==> config.mk <==
export PLATFORM = sky130hd
export DESIGN_NAME = regbank_read_arbiter
export DESIGN_NICKNAME = d
export VERILOG_FILES = /design/src/rtl/regbank_pkg.sv /design/src/rtl/regbank_rr_pick.sv /design/src/rtl/regbank_read_arbiter.sv
export SDC_FILE = /design/constraint.sdc
export NUM_CORES = 1
export LEC_CHECK = 0
export CAP_MARGIN = 0
export CELL_PAD_IN_SITES_DETAIL_PLACEMENT = 1
export CELL_PAD_IN_SITES_GLOBAL_PLACEMENT = 2
export CORE_MARGIN = 1
export CORE_UTILIZATION = 22
export CTS_CLUSTER_DIAMETER = 60
export CTS_CLUSTER_SIZE = 8
export DETAILED_ROUTE_END_ITERATION = 6
export HOLD_SLACK_MARGIN = 0.12
export PLACE_DENSITY_LB_ADDON = 0.12
export SLEW_MARGIN = 30
export SYNTH_ARGS = -nofsm -noshare
export SYNTH_HDL_FRONTEND = slang
export SYNTH_SLANG_ARGS = --single-unit
==> constraint.sdc <==
create_clock -name Clock -period 2.1 [get_ports Clock]
set_input_delay 0.21 -clock Clock [delete_from_list [all_inputs] [get_ports Clock]]
set_output_delay 0.21 -clock Clock [all_outputs]
set_load 0.02 [all_outputs]
==> src/rtl/regbank_pkg.sv <==
// Shared constants and FSM state type for the register-bank read path.
package regbank_pkg;

    localparam int unsigned REG_ADDR_W = 4;
    localparam int unsigned REG_DATA_W = 32;

    typedef enum logic [1:0] {
        IDLE = 2'd0,
        SEL  = 2'd1,
        CAP  = 2'd2
    } rd_state_t;

endpackage

==> src/rtl/regbank_rr_pick.sv <==
// Combinational round-robin picker: first set request at or above ptr, wrapping.
// Kept standalone so the write-port arbiter can reuse it.
module regbank_rr_pick #(
    parameter int unsigned N     = 3,
    parameter int unsigned PTR_W = (N > 1) ? $clog2(N) : 1
) (
    input  logic [N-1:0]     Req,
    input  logic [PTR_W-1:0] Ptr,
    output logic             Found,
    output logic [PTR_W-1:0] Winner
);

    // Scan N slots starting at Ptr; the first hit wins.
    always_comb begin
        logic [PTR_W-1:0] idx;
        Found  = 1'b0;
        Winner = '0;
        idx    = '0;
        for (int unsigned i = 0; i < N; i++) begin
            idx = PTR_W'((32'(Ptr) + i) % N);
            if (!Found && Req[idx]) begin
                Found  = 1'b1;
                Winner = idx;
            end
        end
    end

endmodule

==> src/rtl/regbank_read_arbiter.sv <==
// Round-robin arbiter sharing the register bank's registered 16:1 read mux.
// One read every 3 cycles: grant/select, wait for the mux register, capture.
module regbank_read_arbiter
    import regbank_pkg::*;
#(
    parameter int unsigned NUM_REQ = 3,
    parameter int unsigned ADDR_W  = REG_ADDR_W,
    parameter int unsigned DATA_W  = REG_DATA_W
) (
    input  logic                      Clock,
    input  logic                      Reset,
    input  logic [NUM_REQ-1:0]        Req,
    input  logic [NUM_REQ*ADDR_W-1:0] Addr,
    output logic [NUM_REQ-1:0]        Grant,
    output logic [ADDR_W-1:0]         Select,
    input  logic [DATA_W-1:0]         MuxData,
    output logic [DATA_W-1:0]         RData,
    output logic [NUM_REQ-1:0]        RValid,
    output logic                      Busy
);

    localparam int unsigned PTR_W = (NUM_REQ > 1) ? $clog2(NUM_REQ) : 1;

    rd_state_t        state;
    logic [PTR_W-1:0] ptr;
    logic [PTR_W-1:0] win;
    logic             found;
    logic [PTR_W-1:0] pick;

    regbank_rr_pick #(
        .N     (NUM_REQ),
        .PTR_W (PTR_W)
    ) u_pick (
        .Req    (Req),
        .Ptr    (ptr),
        .Found  (found),
        .Winner (pick)
    );

    // Busy is a pure decode of the state register.
    always_comb begin
        Busy = (state != IDLE);
    end

    // Arbitration FSM with registered Grant/Select/RData/RValid and round-robin pointer.
    always_ff @(posedge Clock or posedge Reset) begin
        if (Reset) begin
            state  <= IDLE;
            ptr    <= '0;
            win    <= '0;
            Grant  <= '0;
            RValid <= '0;
            Select <= '0;
            RData  <= '0;
        end else begin
            unique case (state)
                IDLE: begin
                    RValid <= '0;
                    if (found) begin
                        // Addr is sampled only here; later changes cannot disturb the read.
                        Select <= Addr[pick*ADDR_W +: ADDR_W];
                        Grant  <= NUM_REQ'(1) << pick;
                        win    <= pick;
                        state  <= SEL;
                    end else begin
                        Grant <= '0;
                    end
                end
                SEL: begin
                    // Select held while the mux registers its output.
                    Grant <= '0;
                    state <= CAP;
                end
                CAP: begin
                    RData  <= MuxData;
                    RValid <= NUM_REQ'(1) << win;
                    ptr    <= (win == PTR_W'(NUM_REQ - 1)) ? '0 : win + PTR_W'(1);
                    state  <= IDLE;
                end
                default: begin
                    Grant  <= '0;
                    RValid <= '0;
                    state  <= IDLE;
                end
            endcase
        end
    end

endmodule

==> results.cfg, run 1 <==
[run_status]
status = complete, no violations

[sta]
slew_headroom = 0.744
clock_skew_ns = 0.00525
finalWorstSetupSlack_ns = 0.0761
setup_violations = 0
fmax_mhz = 494
worstMarginPinSlew_ns = 0.385
fin_crit_sh = 0.964
period_needed_ns = 2.02
slew_viol_final = 0
holdWs_ns = 0.274
hold_viol = 0
rsz0062_at_grt = true

[routing]
wl_per_cell_um = 13.4
drt-total-wl_um = 6170
remaining_drc_errors = 0
postRouteAntennaNets = 0
num_vias = 1898
drtPass1Iterations = 3
viasPerCell = 4.13
drtIter0Drc = 27

[synth]
syn_area_sq_um = 2140
synth-edff-count = 0
yosysMostFrequentCell = nand2_1
yosysTopAreaCell = dfrtp_1
ys_top_cells_by_area = dfrtp_1 56%, nand2_1 19%, mux2i_1 2.8%, o221ai_2 2.8%, ha_1 2.3%
ys_ff_latch = 48
synth_nets = 279
synth-async-reset-ratio = 1.00
synth_top_area_frac = 0.561
synth_warnings = 0
netlist-cell-type-count = 30
yosysSeqAreaShare = 0.561
ys.flop_type = dfrtp_1
yosys-top-cells-count = 107 x nand2_1, 48 x dfrtp_1, 11 x inv_1
syn_avg_cell_area_sq_um = 9.48
syn-instance-count = 226

[clocking]
cts_hold_buffers = 0
root_buffer = clkbuf_8
cts_buffers = 5
clock_latency_ns = 0.30
cts_tree = done
cts.clk_slew.worst_paths_ns = 0.09
cts_max_path_buffers = 2
clock_sinks = 48
htreeDepth = 2

[worst_setup_path]
crit_chain = inv_2 > ha_4 > mux2_4 > a21oi_4 > o21ai_4 > o22ai_4 > mux2i_1 > o221ai_2
path_buf_inv = 1
crit_slowest_cell = dfrtp_2
r2r_end = Select[1]$_DFFE_PP0P_
r2r_cells = 8
cp.arrival_ns = 2.21
slowest_delay_ns = 0.43
critical_path_required_ns = 2.28
r2r_setup_slack_ns = 0.08
critPathCaptureType = register
crit_family = compound AO/OA/AOI/OAI gates
worstSetupPathType = register to register
worst-path-max-fanout = 5
startpoint_type = register
reg2reg_from = ptr[1]$_DFFE_PP0P_

[die]
die_w_um = 101
rows = 35
die-height_um = 101
io_pins = 92
dieArea_sq_um = 10100
start_util = 0.230
fp.coreArea_sq_um = 9330

[place]
dp_slack_ns = -0.0811
dpl.hpwl_um = 4340
globalplace.congestion = 0.707
portBuffers = 91
post-place-cells = 450

[final_layout]
fin_util = 0.372
finalNonFillerCells = 460
syn2layout_area_growth_pct = 62.0
drive_above_1_share = 0.142
diodes = 0
layout.nets = 384

[power_and_ir_drop]
intPower_w = 0.00317
vdd_drop_max_mv = 0.381
power.density_nw_per_um2 = 1560
p_sw_w = 0.00225
seq_power_share = 0.296
swShare = 0.415
clkPwrFrac = 0.107
power_frac_comb = 0.597
p_leak_nw = 1.64

[global_route]
grt_overflow = 0
track_usage = 0.129
grt_max_degree = 49
grt_pass1_wl_um = 10000
grt_pass1_vias = 1989
antenna_found_initial = 0

[job]
cap_violations = 0

[min_path]
hold_path_class = primary input to async pin
-- power by group through the flow --
stage	combinational, W	clock [W]	sequential, W
detailed placement	0.00311	0	0.00162
CTS	0.00317	0.000615	0.00161
global route	0.00356	0.000653	0.00167
finish	0.00324	0.000581	0.00160
global placement	0.00307	0	0.00162
floorplan	0.00128	0	0.00205
-- worst max-delay path by stage --
stage | start | end | slack, ns | cells after the start
CTS | ptr[1]$_DFFE_PP0P_ | Select[0]$_DFFE_PP0P_ | -0.02 | 8
global route | ptr[1]$_DFFE_PP0P_ | Select[1]$_DFFE_PP0P_ | -0.008 | 8
floorplan | ptr[1]$_DFFE_PP0P_ | Select[0]$_DFFE_PP0P_ | 0.004 | 10
detailed placement | ptr[1]$_DFFE_PP0P_ | Select[1]$_DFFE_PP0P_ | -0.08 | 8
global placement | ptr[1]$_DFFE_PP0P_ | Select[1]$_DFFE_PP0P_ | 0.02 | 8
finish | ptr[1]$_DFFE_PP0P_ | Select[1]$_DFFE_PP0P_ | 0.08 | 8
-- registers in the layout (all words and copies together) (netlist names) --
signal and count:
RData 32, Select 4, Grant 3, RValid 3, ptr 2, state 2, win 2
-- layout make-up --
type,count,area (sq um)
Fill cell,1048,5860
Clock buffer,6,82.6
Clock inverter,1,8.76
Multi-Input combinational cell,157,918
Sequential cell,48,1200
Inverter,11,41.3
Timing Repair Buffer,108,1050
Tap cell,129,161
-- logic make-up after synthesis --
group                      share of synthesized area
adders and majority gates                     0.0234
AOI/OAI and AO/OA                              0.103
and+or+nand+nor                                0.234
DFF                                            0.561
muxes                                         0.0350
buffers and inverters                         0.0438
-- per-layer routing --
metal	global-route usage	routed length, um	share of wire
met1	0.153	2650	0.43
met2	0.220	3030	0.49
met3	0.0472	420	0.068
met4	0.0368	68	0.011
met5	0	0	0
-- tightest hold or removal path: stages --
cell and delay (ns):
clkdlybuf4s50_1 0.42, inv_2 0.07, buf_12 0.26
-- metrics by stage --
stage / setup TNS [ns] / cell area (sq um) / power (W)
2_1_floorplan: 0 / 2150 / 0.00333
3_3_place_gp: 0 / 3290 / 0.00469
3_5_place_dp: -0.294 / 3290 / 0.00473
4_1_cts: -0.0961 / 3400 / 0.00539
5_1_grt: -0.0197 / 3470 / 0.00588
6_report: 0 / 3470 / 0.00542
-- placed cells by master, fill, tap and decap left out, types with 2 or more instances in the layout --
cell	count
mux2i_2	2
nand2_1	107
o221ai_2	4
o21ai_1	2
ha_1	2
a21oi_1	2
nand2b_1	2
clkbuf_8	6
inv_2	2
mux2i_1	4
buf_4	15
dfrtp_1	47
a22o_1	2
ha_4	2
a21o_1	4
clkdlybuf4s50_1	91
inv_1	9
nor2_1	4
-- timing repair --
action | in CTS | in global routing
setup buffers | 0 | 3
setup endpoints to repair | 5 | 9
pin swaps | 0 | 8
gates resized for setup | 4 | 14
No activity file was read; power rests on OpenSTA's default activity.
==> inputs of run 2 (changes only) <==
Settings changed: CORE_MARGIN 1 to not set.
==> results of run 2 <==
Final layout, timing and power as in run 1 (identical DEF).
==> inputs of run 3 (changes only) <==
Settings changed: CORE_UTILIZATION 22 to 24.
Clock period 2.1 ns to 2 ns, I/O delays scaled along.
==> run 3 against run 2 <==
Net effect:
- the flow now finishes with violations (setup timing)
- flip-flop and latch count stayed put
- sequential power grew 5%
- final cell count shrank 3.9%
==> results.cfg, run 3 (same netlist as run 1, synthesis figures left out) <==
[routing]
remaining_drc_errors = 0
viasPerCell = 4.22
drt-total-wl_um = 5860
num_vias = 1865
postRouteAntennaNets = 0
drtPass1Iterations = 3
wl_per_cell_um = 13.3
drtIter0Drc = 48

[worst_setup_path]
crit_top_cell = buf_4
worstSetupPathType = register to register
startpoint_type = register
slowest_delay_ns = 0.42
crit_chain = inv_2 > ha_4 > buf_4 > mux2i_4 > nor2_2 > buf_4 > o31ai_4 > or2b_4 > o221ai_2
crit_slowest_cell = dfrtp_1
cp.arrival_ns = 2.21
crit_family = compound AO/OA/AOI/OAI gates
critPathCaptureType = register
path_buf_inv = 3
worst-path-max-fanout = 6
critical_path_required_ns = 2.18

[power_and_ir_drop]
clkPwrFrac = 0.143
p_leak_nw = 1.67
vdd_drop_max_mv = 0.546
p_sw_w = 0.00236
swShare = 0.399
power_frac_comb = 0.574
power.density_nw_per_um2 = 1690
seq_power_share = 0.283
intPower_w = 0.00356

[die]
io_pins = 92
dieArea_sq_um = 9310
die-height_um = 96.5
start_util = 0.247
die_w_um = 96.5
rows = 34
fp.coreArea_sq_um = 8680

[final_layout]
drive_above_1_share = 0.153
layout.nets = 386
largest_reg_flops = 32
finalNonFillerCells = 442
largest_register = RData
layout_commonest_cell = nand2_1
final_area_sq_um = 3510
syn2layout_area_growth_pct = 64.0
fillCellCount = 1013
final_cell_mix = 107 x nand2_1, 91 x clkdlybuf4s50_1, 47 x dfrtp_1
diodes = 0
largestRegisters = RData: 32 flops, Select: 4 flops
fin_util = 0.405

[sta]
rsz0062_at_grt = true
holdWs_ns = 0.200
period_needed_ns = 2.04
hold_viol = 0
fin_crit_sh = 1.02
clock_skew_ns = 0.0173
setup_violations = 5
fmax_mhz = 491
finalWorstSetupSlack_ns = -0.0376
worstMarginPinSlew_ns = 0.525
slew_viol_final = 0
slew_headroom = 0.649
setup_tns_ns = -0.143

[clocking]
clock_latency_ns = 0.31
cts_tree = done
root_buffer = clkbuf_8
htreeDepth = 2
cts.clk_slew.worst_paths_ns = 0.10
cts_hold_buffers = 0
clock_sinks = 48
cts_max_path_buffers = 2
cts_buffers = 5

[place]
dpl-instance-area_sq_um = 3270
portBuffers = 91
post-place-cells = 432
dpl.hpwl_um = 4200
globalplace.congestion = 0.714

[global_route]
grt_overflow = 0
antenna_found_initial = 0
track_usage = 0.129
grt_max_degree = 33
grt_pass1_wl_um = 9230
grt_pass1_vias = 1857

[run_status]
status = finished, violations left
violations = setup timing

[job]
cap_violations = 0

[min_path]
hold_path_class = primary input to async pin
[run 3: cell count changes in the layout (fill, tap and decap cells not counted), sizes merged]
cell,change
clkinv,-1
buf,+2
bufinv,+2
inv,+1
clkbuf,-1
[run 3: final timing paths]
kind / start / depth (start not counted) / end / slack [ns]
worst max-delay path: ptr[1]$_DFFE_PP0P_ / 9 / Select[1]$_DFFE_PP0P_ / -0.04
worst min-delay path: Reset / 2 / RData[1]$_DFFE_PP0P_ / 0.20
worst max register to register: ptr[1]$_DFFE_PP0P_ / 9 / Select[1]$_DFFE_PP0P_ / -0.04
worst min register to register: Grant[2]$_DFFE_PP0N_ / 2 / Grant[2]$_DFFE_PP0N_ / 0.48
max in group asynchronous: Reset / 3 / win[0]$_DFFE_PP0P_ / 1.19
min in group Clock: MuxData[22] / 3 / RData[22]$_DFFE_PP0P_ / 0.42
[run 3: metal layers]
layer | wire length [um] | GRT usage | up-vias
met3 | 444 | 0.0329 | 7
met1 | 2690 | 0.169 | 869
li1 | - | - | 931
met2 | 2670 | 0.210 | 58
met4 | 64 | 0.0368 | 0
met5 | 0 | 0 | -
[run 3: cell type report]
class | count | area (sq um) | share of cell area
Sequential cell | 48 | 1200 | 0.342
Timing Repair Buffer | 110 | 1060 | 0.301
Multi-Input combinational cell | 157 | 940 | 0.267
Tap cell | 108 | 135 | 0.0385
Clock buffer | 5 | 68.8 | 0.0196
Clock inverter | 3 | 68.8 | 0.0196
Inverter | 11 | 41.3 | 0.0118
[run 3: worst reg2reg max path: stages (launching register included)]
cell and delay (ns):
dfrtp_1 0.42, inv_2 0.09, ha_4 0.15, buf_4 0.12, mux2i_4 0.24, nor2_2 0.08, buf_4 0.14, o31ai_4 0.33
or2b_4 0.24, o221ai_2 0.10
[run 3: power by group through the flow]
stage | combinational (W) | clock, W | sequential (W)
after floorplan | 0.00134 | 0 | 0.00215
after global placement | 0.00322 | 0 | 0.00168
after detailed placement | 0.00326 | 0 | 0.00169
after CTS | 0.00341 | 0.000879 | 0.00168
after global routing | 0.00375 | 0.000919 | 0.00175
final | 0.00340 | 0.000845 | 0.00168
[run 3: through the flow]
stage	power, W	worst slack [ns]
final	0.00592	-0.0376
after global routing	0.00642	-0.168
after CTS	0.00596	-0.0462
after detailed placement	0.00495	-0.153
after global placement	0.00491	-0.0704
after floorplan	0.00350	-0.0651
[run 3: what timing repair did]
action,4_1_cts,5_1_grt
pin swaps,6,3
gates resized for setup,14,6
setup endpoints to repair,9,10
buffers inserted,1,1
